--- src/rtl/mem_arbiter.sv ---
// Two-requester arbiter serialising 16-bit big-endian words onto a byte-wide memory (HI byte, then LO byte).
// Latency: done pulses in the 3rd cycle after the sampling edge; an IDLE cycle follows, so throughput is 4 cycles per word.
// Backpressure: requesters wait with req high until granted. MEM_ARBITER_ROUND_ROBIN_EN selects round-robin ties (default: fixed priority to 0).
module mem_arbiter #(
    parameter int ADDR_W = 10,
    parameter int WORD_W = 16
) (
    input  logic              clock,
    input  logic              reset_n,
    input  logic              req0,
    input  logic              req1,
    input  logic              we0,
    input  logic              we1,
    input  logic [ADDR_W-1:0] addr0,
    input  logic [ADDR_W-1:0] addr1,
    input  logic [WORD_W-1:0] wdata0,
    input  logic [WORD_W-1:0] wdata1,
    output logic              gnt0,
    output logic              gnt1,
    output logic              done0,
    output logic              done1,
    output logic [WORD_W-1:0] rdata,
    output logic [ADDR_W-1:0] mem_addr,
    output logic              mem_we,
    output logic [7:0]        mem_wdata,
    input  logic [7:0]        mem_rdata,
    output logic              busy
);

    typedef enum logic [1:0] {IDLE, HI, LO, DONE} state_t;

    state_t              state_q, state_d;
    logic                sel_q, sel_d;
    logic                we_q, we_d;
    logic [ADDR_W-1:0]   addr_q, addr_d;
    logic [WORD_W-1:0]   wdata_q, wdata_d;
    logic [WORD_W-1:0]   rdata_q, rdata_d;
    logic                pick;

`ifdef MEM_ARBITER_ROUND_ROBIN_EN
    // last_q remembers the most recent winner; reset to 1 so the first tie goes to requester 0
    logic last_q, last_d;

    assign pick   = req0 ? (req1 ? ~last_q : 1'b0) : 1'b1;
    assign last_d = (state_q == IDLE && (req0 || req1)) ? pick : last_q;

    always_ff @(posedge clock or negedge reset_n) begin
        if (!reset_n) begin
            last_q <= 1'b1;
        end else begin
            last_q <= last_d;
        end
    end
`else
    assign pick = ~req0;
`endif

    always_ff @(posedge clock or negedge reset_n) begin
        if (!reset_n) begin
            state_q <= IDLE;
            sel_q   <= 1'b0;
            we_q    <= 1'b0;
            addr_q  <= '0;
            wdata_q <= '0;
            rdata_q <= '0;
        end else begin
            state_q <= state_d;
            sel_q   <= sel_d;
            we_q    <= we_d;
            addr_q  <= addr_d;
            wdata_q <= wdata_d;
            rdata_q <= rdata_d;
        end
    end

    always_comb begin
        state_d   = state_q;
        sel_d     = sel_q;
        we_d      = we_q;
        addr_d    = addr_q;
        wdata_d   = wdata_q;
        rdata_d   = rdata_q;
        mem_addr  = '0;
        mem_we    = 1'b0;
        mem_wdata = '0;
        case (state_q)
            IDLE: begin
                if (req0 || req1) begin
                    state_d = HI;
                    sel_d   = pick;
                    we_d    = pick ? we1    : we0;
                    addr_d  = pick ? addr1  : addr0;
                    wdata_d = pick ? wdata1 : wdata0;
                end
            end
            HI: begin
                state_d   = LO;
                mem_addr  = addr_q;
                mem_we    = we_q;
                mem_wdata = wdata_q[WORD_W-1 -: 8];
                if (!we_q) rdata_d[WORD_W-1 -: 8] = mem_rdata;
            end
            LO: begin
                state_d   = DONE;
                // ADDR_W-bit add wraps the last byte of memory back to address 0
                mem_addr  = addr_q + ADDR_W'(1);
                mem_we    = we_q;
                mem_wdata = wdata_q[7:0];
                if (!we_q) rdata_d[7:0] = mem_rdata;
            end
            DONE: begin
                state_d = IDLE;
            end
            default: begin
                state_d = IDLE;
            end
        endcase
    end

    assign busy  = (state_q != IDLE);
    assign gnt0  = busy & ~sel_q;
    assign gnt1  = busy &  sel_q;
    assign done0 = (state_q == DONE) & ~sel_q;
    assign done1 = (state_q == DONE) &  sel_q;
    assign rdata = rdata_q;

endmodule
--- config.mk ---
export PLATFORM = sky130hd
export DESIGN_NAME = mem_arbiter
export DESIGN_NICKNAME = d
export VERILOG_FILES = /design/src/rtl/mem_arbiter.sv
export SDC_FILE = /design/constraint.sdc
export NUM_CORES = 1
export LEC_CHECK = 0
export CAP_MARGIN = 20
export CORE_UTILIZATION = 46
export DETAILED_ROUTE_END_ITERATION = 6
export PLACE_DENSITY = 0.95
export SKIP_LAST_GASP = 1
export SYNTH_ARGS = -nofsm -noshare
export SYNTH_HDL_FRONTEND = slang
export SYNTH_SLANG_ARGS = --single-unit
--- constraint.sdc ---
create_clock -name clock -period 2.23 [get_ports clock]
set_input_delay 0.223 -clock clock [delete_from_list [all_inputs] [get_ports clock]]
set_output_delay 0.223 -clock clock [all_outputs]
set_load 0.02 [all_outputs]
==> results of run 1 <==
how the worst min path moves through the flow:
stage	endpoint	slack [ns]
floorplan	addr_q[0]$_DFFE_PN0P_	-0.07
global placement	rdata[12]$_DFFE_PN0P_	0.34
detailed placement	rdata[12]$_DFFE_PN0P_	0.35
CTS	rdata[12]$_DFFE_PN0P_	0.01
global route	rdata[1]$_DFFE_PN0P_	0.04
finish	rdata[12]$_DFFE_PN0P_	0.003
through the flow:
stage	power, W	instance area (um^2)	cells
2_1_floorplan	0.003260	2515	250
3_3_place_gp	0.004441	3666	421
3_5_place_dp	0.004590	3666	421
4_1_cts	0.005139	3770	429
5_1_grt	0.005503	3765	430
6_report	0.005149	3765	430
where the power goes:
part / leakage, nW / total (W) / switching, W / internal (W)
clock: 0.0514 / 0.000620 / 0.000286 / 0.000334
combinational: 1.04 / 0.00298 / 0.00159 / 0.00139
sequential: 0.559 / 0.00155 / 0.000299 / 0.00125
total: 1.65 / 0.00515 / 0.00217 / 0.00298
cells by family after synthesis:
logic type,share of synthesized area
AO/OA/AOI/OAI,0.1259
flip-flops,0.4577
buffers and inverters,0.04626
multiplexers,0.1831
adder cells (fa/ha/maj),0.02488
AND/OR/NAND/NOR,0.1622
layout make-up:
type | instances | area (um^2) | share of cell area
Clock inverter | 2 | 37.54 | 0.009970
Inverter | 4 | 15.01 | 0.003988
Clock buffer | 6 | 72.57 | 0.01928
Sequential cell | 46 | 1151 | 0.3057
Multi-Input combinational cell | 181 | 1289 | 0.3423
Tap cell | 70 | 87.58 | 0.02326
Timing Repair Buffer | 121 | 1112 | 0.2954
what timing repair did:
action | in CTS | in global routing
buffers inserted | 0 | 1
pin swaps | 0 | 0
endpoints found under the hold margin | 0 | 0
endpoints found under the setup margin | 19 | 11
gates resized for setup | 29 | 15
Yosys cell counts:
library cell / instances
and2_1: 3
a21oi_1: 3
a22oi_1: 9
nand3_1: 12
nand2b_1: 2
dfrtp_1: 46
nand3b_1: 1
nand4_1: 2
nor3_1: 2
nor2b_1: 14
clkbuf_2: 1
o211ai_1: 6
o21ai_0: 30
clkbuf_1: 3
or3b_1: 1
mux2_2: 16
buf_2: 11
a21boi_0: 1
ha_1: 5
a31oi_1: 1
o41ai_1: 1
nand3_4: 1
o31ai_1: 1
buf_4: 4
a41oi_1: 1
inv_1: 4
or4_1: 5
nor2_1: 2
nand2_1: 34
mux2i_1: 28
layer usage:
layer,GRT usage,vias up,part of all wire
met5,0,-,0
met4,0.1154,0,0.029
met3,0.03614,17,0.036
met2,0.4609,81,0.54
met1,0.2812,1107,0.39
li1,-,1105,-
sequential cells by signal (all words and copies together) (netlist names):
register / cells
rdata: 16
wdata_q: 16
addr_q: 10
state_q: 2
sel_q: 1
we_q: 1
==> results.yml, run 1 <==
layout:
  final_cell_mix: "84 x clkdlybuf4s50_1, 46 x dfrtp_1, 34 x nand2_1, 29 x o21ai_0, 28 x mux2i_1"
  fin_util: 0.7279
  final.fill_count: 393
  area_delta_synth_final_pct: 49.70
  final_net_count: 430
  final_common_cell: "clkdlybuf4s50_1"
  drive_gt1_frac: 0.1500
  n_antenna_cell: 0
critical_path:
  slowest_stage: "dlygate4sd2_1"
  critical_path.cell_chain: "inv_1 -> ha_4 -> buf_4 -> inv_1 -> nor3_1 -> dlygate4sd2_1"
  cpPeakStageDelay_ns: 0.37
  cp_common_cell: "inv_1"
  crit_buf_inv: 4
  cp_max_fo: 14
  startpoint_type: "register"
  crit_end: "mem_addr[4]"
  crit_start: "state_q[1]$_DFFE_PN0P_"
  crit_cells: 6
  cp.arrival_ns: 1.90
  cp-end-kind: "output pin"
  r2r_slack_ns: 0.41
  reg2reg_from: "state_q[1]$_DFFE_PN0P_"
  path_class: "register to output pin"
  ff2ff_path_depth: 6
  path_delay_family: "buffers and inverters"
  rr_endpoint: "rdata[12]$_DFFE_PN0P_"
  crit_required_ns: 2.01
yosys:
  ys_top_cells_by_area: "dfrtp_1 46%, mux2i_1 11%, mux2_2 7.2%"
  ys_types: 30
  syn_area_mm2: 0.002515
  syn-mean-instance-area_um2: 10.06
  syn_inst: 250
  ys_ff_latch: 46
  yosysTopAreaCellShare: 0.4577
  synth_seq_area_share: 0.4577
  synth_top_cell_by_area: "dfrtp_1"
  syn_nets: 321
  yosysWarnings: 0
floorplan:
  die_h_um: 75.94
  row_count: 26
  initial_utilization: 0.4862
  fp.dieW_um: 75.94
  fp.dieArea_mm2: 0.005767
  core_mm2: 0.005172
  ios: 106
power_and_ir_drop:
  power_leakage_nw: 1.654
  powerDensity_mw_per_mm2: 1368
  irDropWorstVdd_mv: 0.6624
global_route:
  grt_max_degree: 47
  grt_overflow: 0
  track_usage: 0.2492
  grt_pass1_wl_mm: 11.26
  grt_pass1_vias: 2413
  antenna_found_initial: 0
cts:
  cts_tree: "built"
  hold_buffers: 0
  cts_root_buf: "clkbuf_8"
  path_clk_slew_ns: 0.09
  insertion_delay_ns: 0.31
  cts_buffers: 5
  cts_sinks: 46
  ctsLongestPathBuffers: 2
  htreeDepth: 2
route:
  first_iter_violations: 135
  viasPerCell: 5.372
  drc: 0
  drt-total-wl_mm: 6.734
  wl_per_cell_um: 15.66
  drtAntennaViolNets: 0
  drtPass1Iterations: 4
  vias: 2310
timing:
  fin_crit_ns: 2.127
  finalWorstSetupSlack_ns: 0.1033
  fin_crit_sh: 0.9537
  finalSetupViolCount: 0
  tns_ns: 0
  worstMarginPinSlew_ns: 0.5760
  timing.fmax_ghz: 0.4702
  whs_ns: 0.002682
  final_max_slew_viol_count: 0
  final_hold_viol_count: 0
  slew_headroom: 0.6160
  clock_skew_ns: 0.01019
placed_design:
  dp_hpwl_mm: 5.094
  gp_congestion: 0.8246
  post-place-ws_ns: -0.03173
  port-buffer-count: 105
job:
  cap_violations: 0
outcome:
  outcome: "finished clean"
worst_hold_path:
  worstHoldPathType: "input pin to async pin"
(Power assumes the default switching activity.)
==> inputs of run 2 (changes only) <==
- CORE_UTILIZATION: 46 -> 39
- PLACE_DENSITY: 0.95 -> 0.86
- SKIP_CTS_REPAIR_TIMING: default -> 1
- clock period: 2.23 -> 1.8 ns (I/O delays scaled with it)
==> results.yml, run 2 (synthesis results as in run 1) <==
cts:
  path_clk_slew_ns: 0.09
  cts_root_buf: "clkbuf_8"
  cts_sinks: 46
  insertion_delay_ns: 0.29
  htreeDepth: 2
  ctsLongestPathBuffers: 2
  cts_buffers: 5
  cts_tree: "built"
worst_hold_path:
  worstHoldPathType: "input pin to register"
  whs_path_depth: 2
  min_to: "state_q[1]$_DFFE_PN0P_"
  hp-start: "req0"
critical_path:
  r2r_slack_ns: 0.11
  cp-end-kind: "output pin"
  ff2ff_path_depth: 7
  critical_path.cell_chain: "inv_2 -> ha_4 -> nand4_1 -> or4_1 -> o211ai_1 -> buf_4"
  path_class: "register to output pin"
  slowest_stage: "or4_1"
  cpPeakStageDelay_ns: 0.41
  crit_buf_inv: 2
  crit_required_ns: 1.62
  cp.arrival_ns: 1.82
  cp_max_fo: 4
  startpoint_type: "register"
  reg2reg_from: "state_q[1]$_DFFE_PN0P_"
  rr_endpoint: "rdata[8]$_DFFE_PN0P_"
  path_delay_family: "simple AND/OR/NAND/NOR gates"
route:
  vias: 2343
  drt-total-wl_mm: 6.693
  drc: 0
  wl_per_cell_um: 14.74
  viasPerCell: 5.161
  drtAntennaViolNets: 0
  first_iter_violations: 90
  drtPass1Iterations: 4
power_and_ir_drop:
  power_leakage_nw: 1.819
  powerDensity_mw_per_mm2: 1687
  irDropWorstVdd_mv: 0.9700
timing:
  worstMarginPinSlew_ns: 0.4604
  finalWorstSetupSlack_ns: -0.1973
  rsz0062_at_grt: "yes"
  timing.fmax_ghz: 0.5007
  clock_skew_ns: 0.009149
  tns_ns: -1.200
  final_hold_viol_count: 0
  fin_crit_ns: 1.997
  fin_crit_sh: 1.110
  slew_headroom: 0.6931
  final_max_slew_viol_count: 0
  finalSetupViolCount: 10
floorplan:
  fp.dieW_um: 82.30
  fp.dieArea_mm2: 0.006773
  row_count: 28
  ios: 106
  initial_utilization: 0.4149
  core_mm2: 0.006061
  die_h_um: 82.30
layout:
  final_net_count: 449
  final_area_mm2: 0.004026
  area_delta_synth_final_pct: 60.10
  n_antenna_cell: 0
  drive_gt1_frac: 0.2665
  final_cells: 454
  final_common_cell: "clkdlybuf4s50_1"
  final_cell_mix: "79 x clkdlybuf4s50_1, 45 x dfrtp_1, 35 x buf_4, 33 x nand2_1, 29 x o21ai_0"
global_route:
  grt_pass1_vias: 2263
  grt_max_degree: 55
  track_usage: 0.2065
  grt_pass1_wl_mm: 10.55
  antenna_found_initial: 0
  grt_overflow: 0
placed_design:
  gp_congestion: 0.9046
  dpl.cell_count: 441
  post-place-ws_ns: -0.4018
  port-buffer-count: 105
  place_area_mm2: 0.003810
  dp_hpwl_mm: 5.094
outcome:
  outcome: "finished, violations left"
  violations: "negative setup slack"
job:
  cap_violations: 0
==> run 2: changes by cell type in the layout (fill, tap and decap cells not counted), sizes merged, moves of 2 or more <==
cell	before	now
buf	21	48
dlygate4sd2	11	0
dlymetal6s2s	0	5
clkinv	0	2
clkdlybuf4s50	84	79
clkbuf	10	13
==> run 2: where the power goes <==
part	switching, W	internal, W	leakage [nW]	total (W)
registers	0.000351	0.00155	0.558	0.00190
clock network	0.000343	0.000275	0.0452	0.000618
logic	0.00213	0.00214	1.22	0.00427
==> run 2: how the worst max path moves through the flow <==
stage | start | end | slack (ns) | cells past startpoint
CTS | state_q[1]$_DFFE_PN0P_ | mem_addr[8] | -0.72 | 6
global route | state_q[0]$_DFFE_PN0P_ | mem_addr[9] | -0.28 | 6
floorplan | state_q[0]$_DFFE_PN0P_ | mem_addr[4] | 0.006 | 6
global placement | state_q[1]$_DFFE_PN0P_ | mem_addr[6] | -0.33 | 6
detailed placement | state_q[1]$_DFFE_PN0P_ | mem_addr[8] | -0.40 | 6
finish | state_q[0]$_DFFE_PN0P_ | mem_addr[9] | -0.20 | 6
==> run 2: stage by stage <==
step / hold slack (ns) / power, W / util
after floorplan: -0.1156 / 0.004039 / -
after detailed placement: 0.1562 / 0.005917 / 0.6286
after global routing: 0.2354 / 0.007268 / 0.6643
after CTS: -0.1672 / 0.006550 / 0.6429
after global placement: 0.1459 / 0.005785 / 0.6286
final: 0.2392 / 0.006792 / 0.6643
==> run 2: cell type report <==
type,instances,area (um^2)
tap,75,93.84
multi-input combinational,181,1373
sequential,46,1152
fill,489,2034
clock buffer,6,72.57
timing repair buffer,140,1306
clock inverter,2,13.76
inverter,4,15.01
==> run 2: metal layers <==
metal | share of wire | track usage | vias up
met5 | 0 | 0 | -
met3 | 0.040 | 0.03846 | 10
li1 | - | - | 1145
met1 | 0.40 | 0.2403 | 1112
met4 | 0.021 | 0.06842 | 0
met2 | 0.54 | 0.3785 | 76
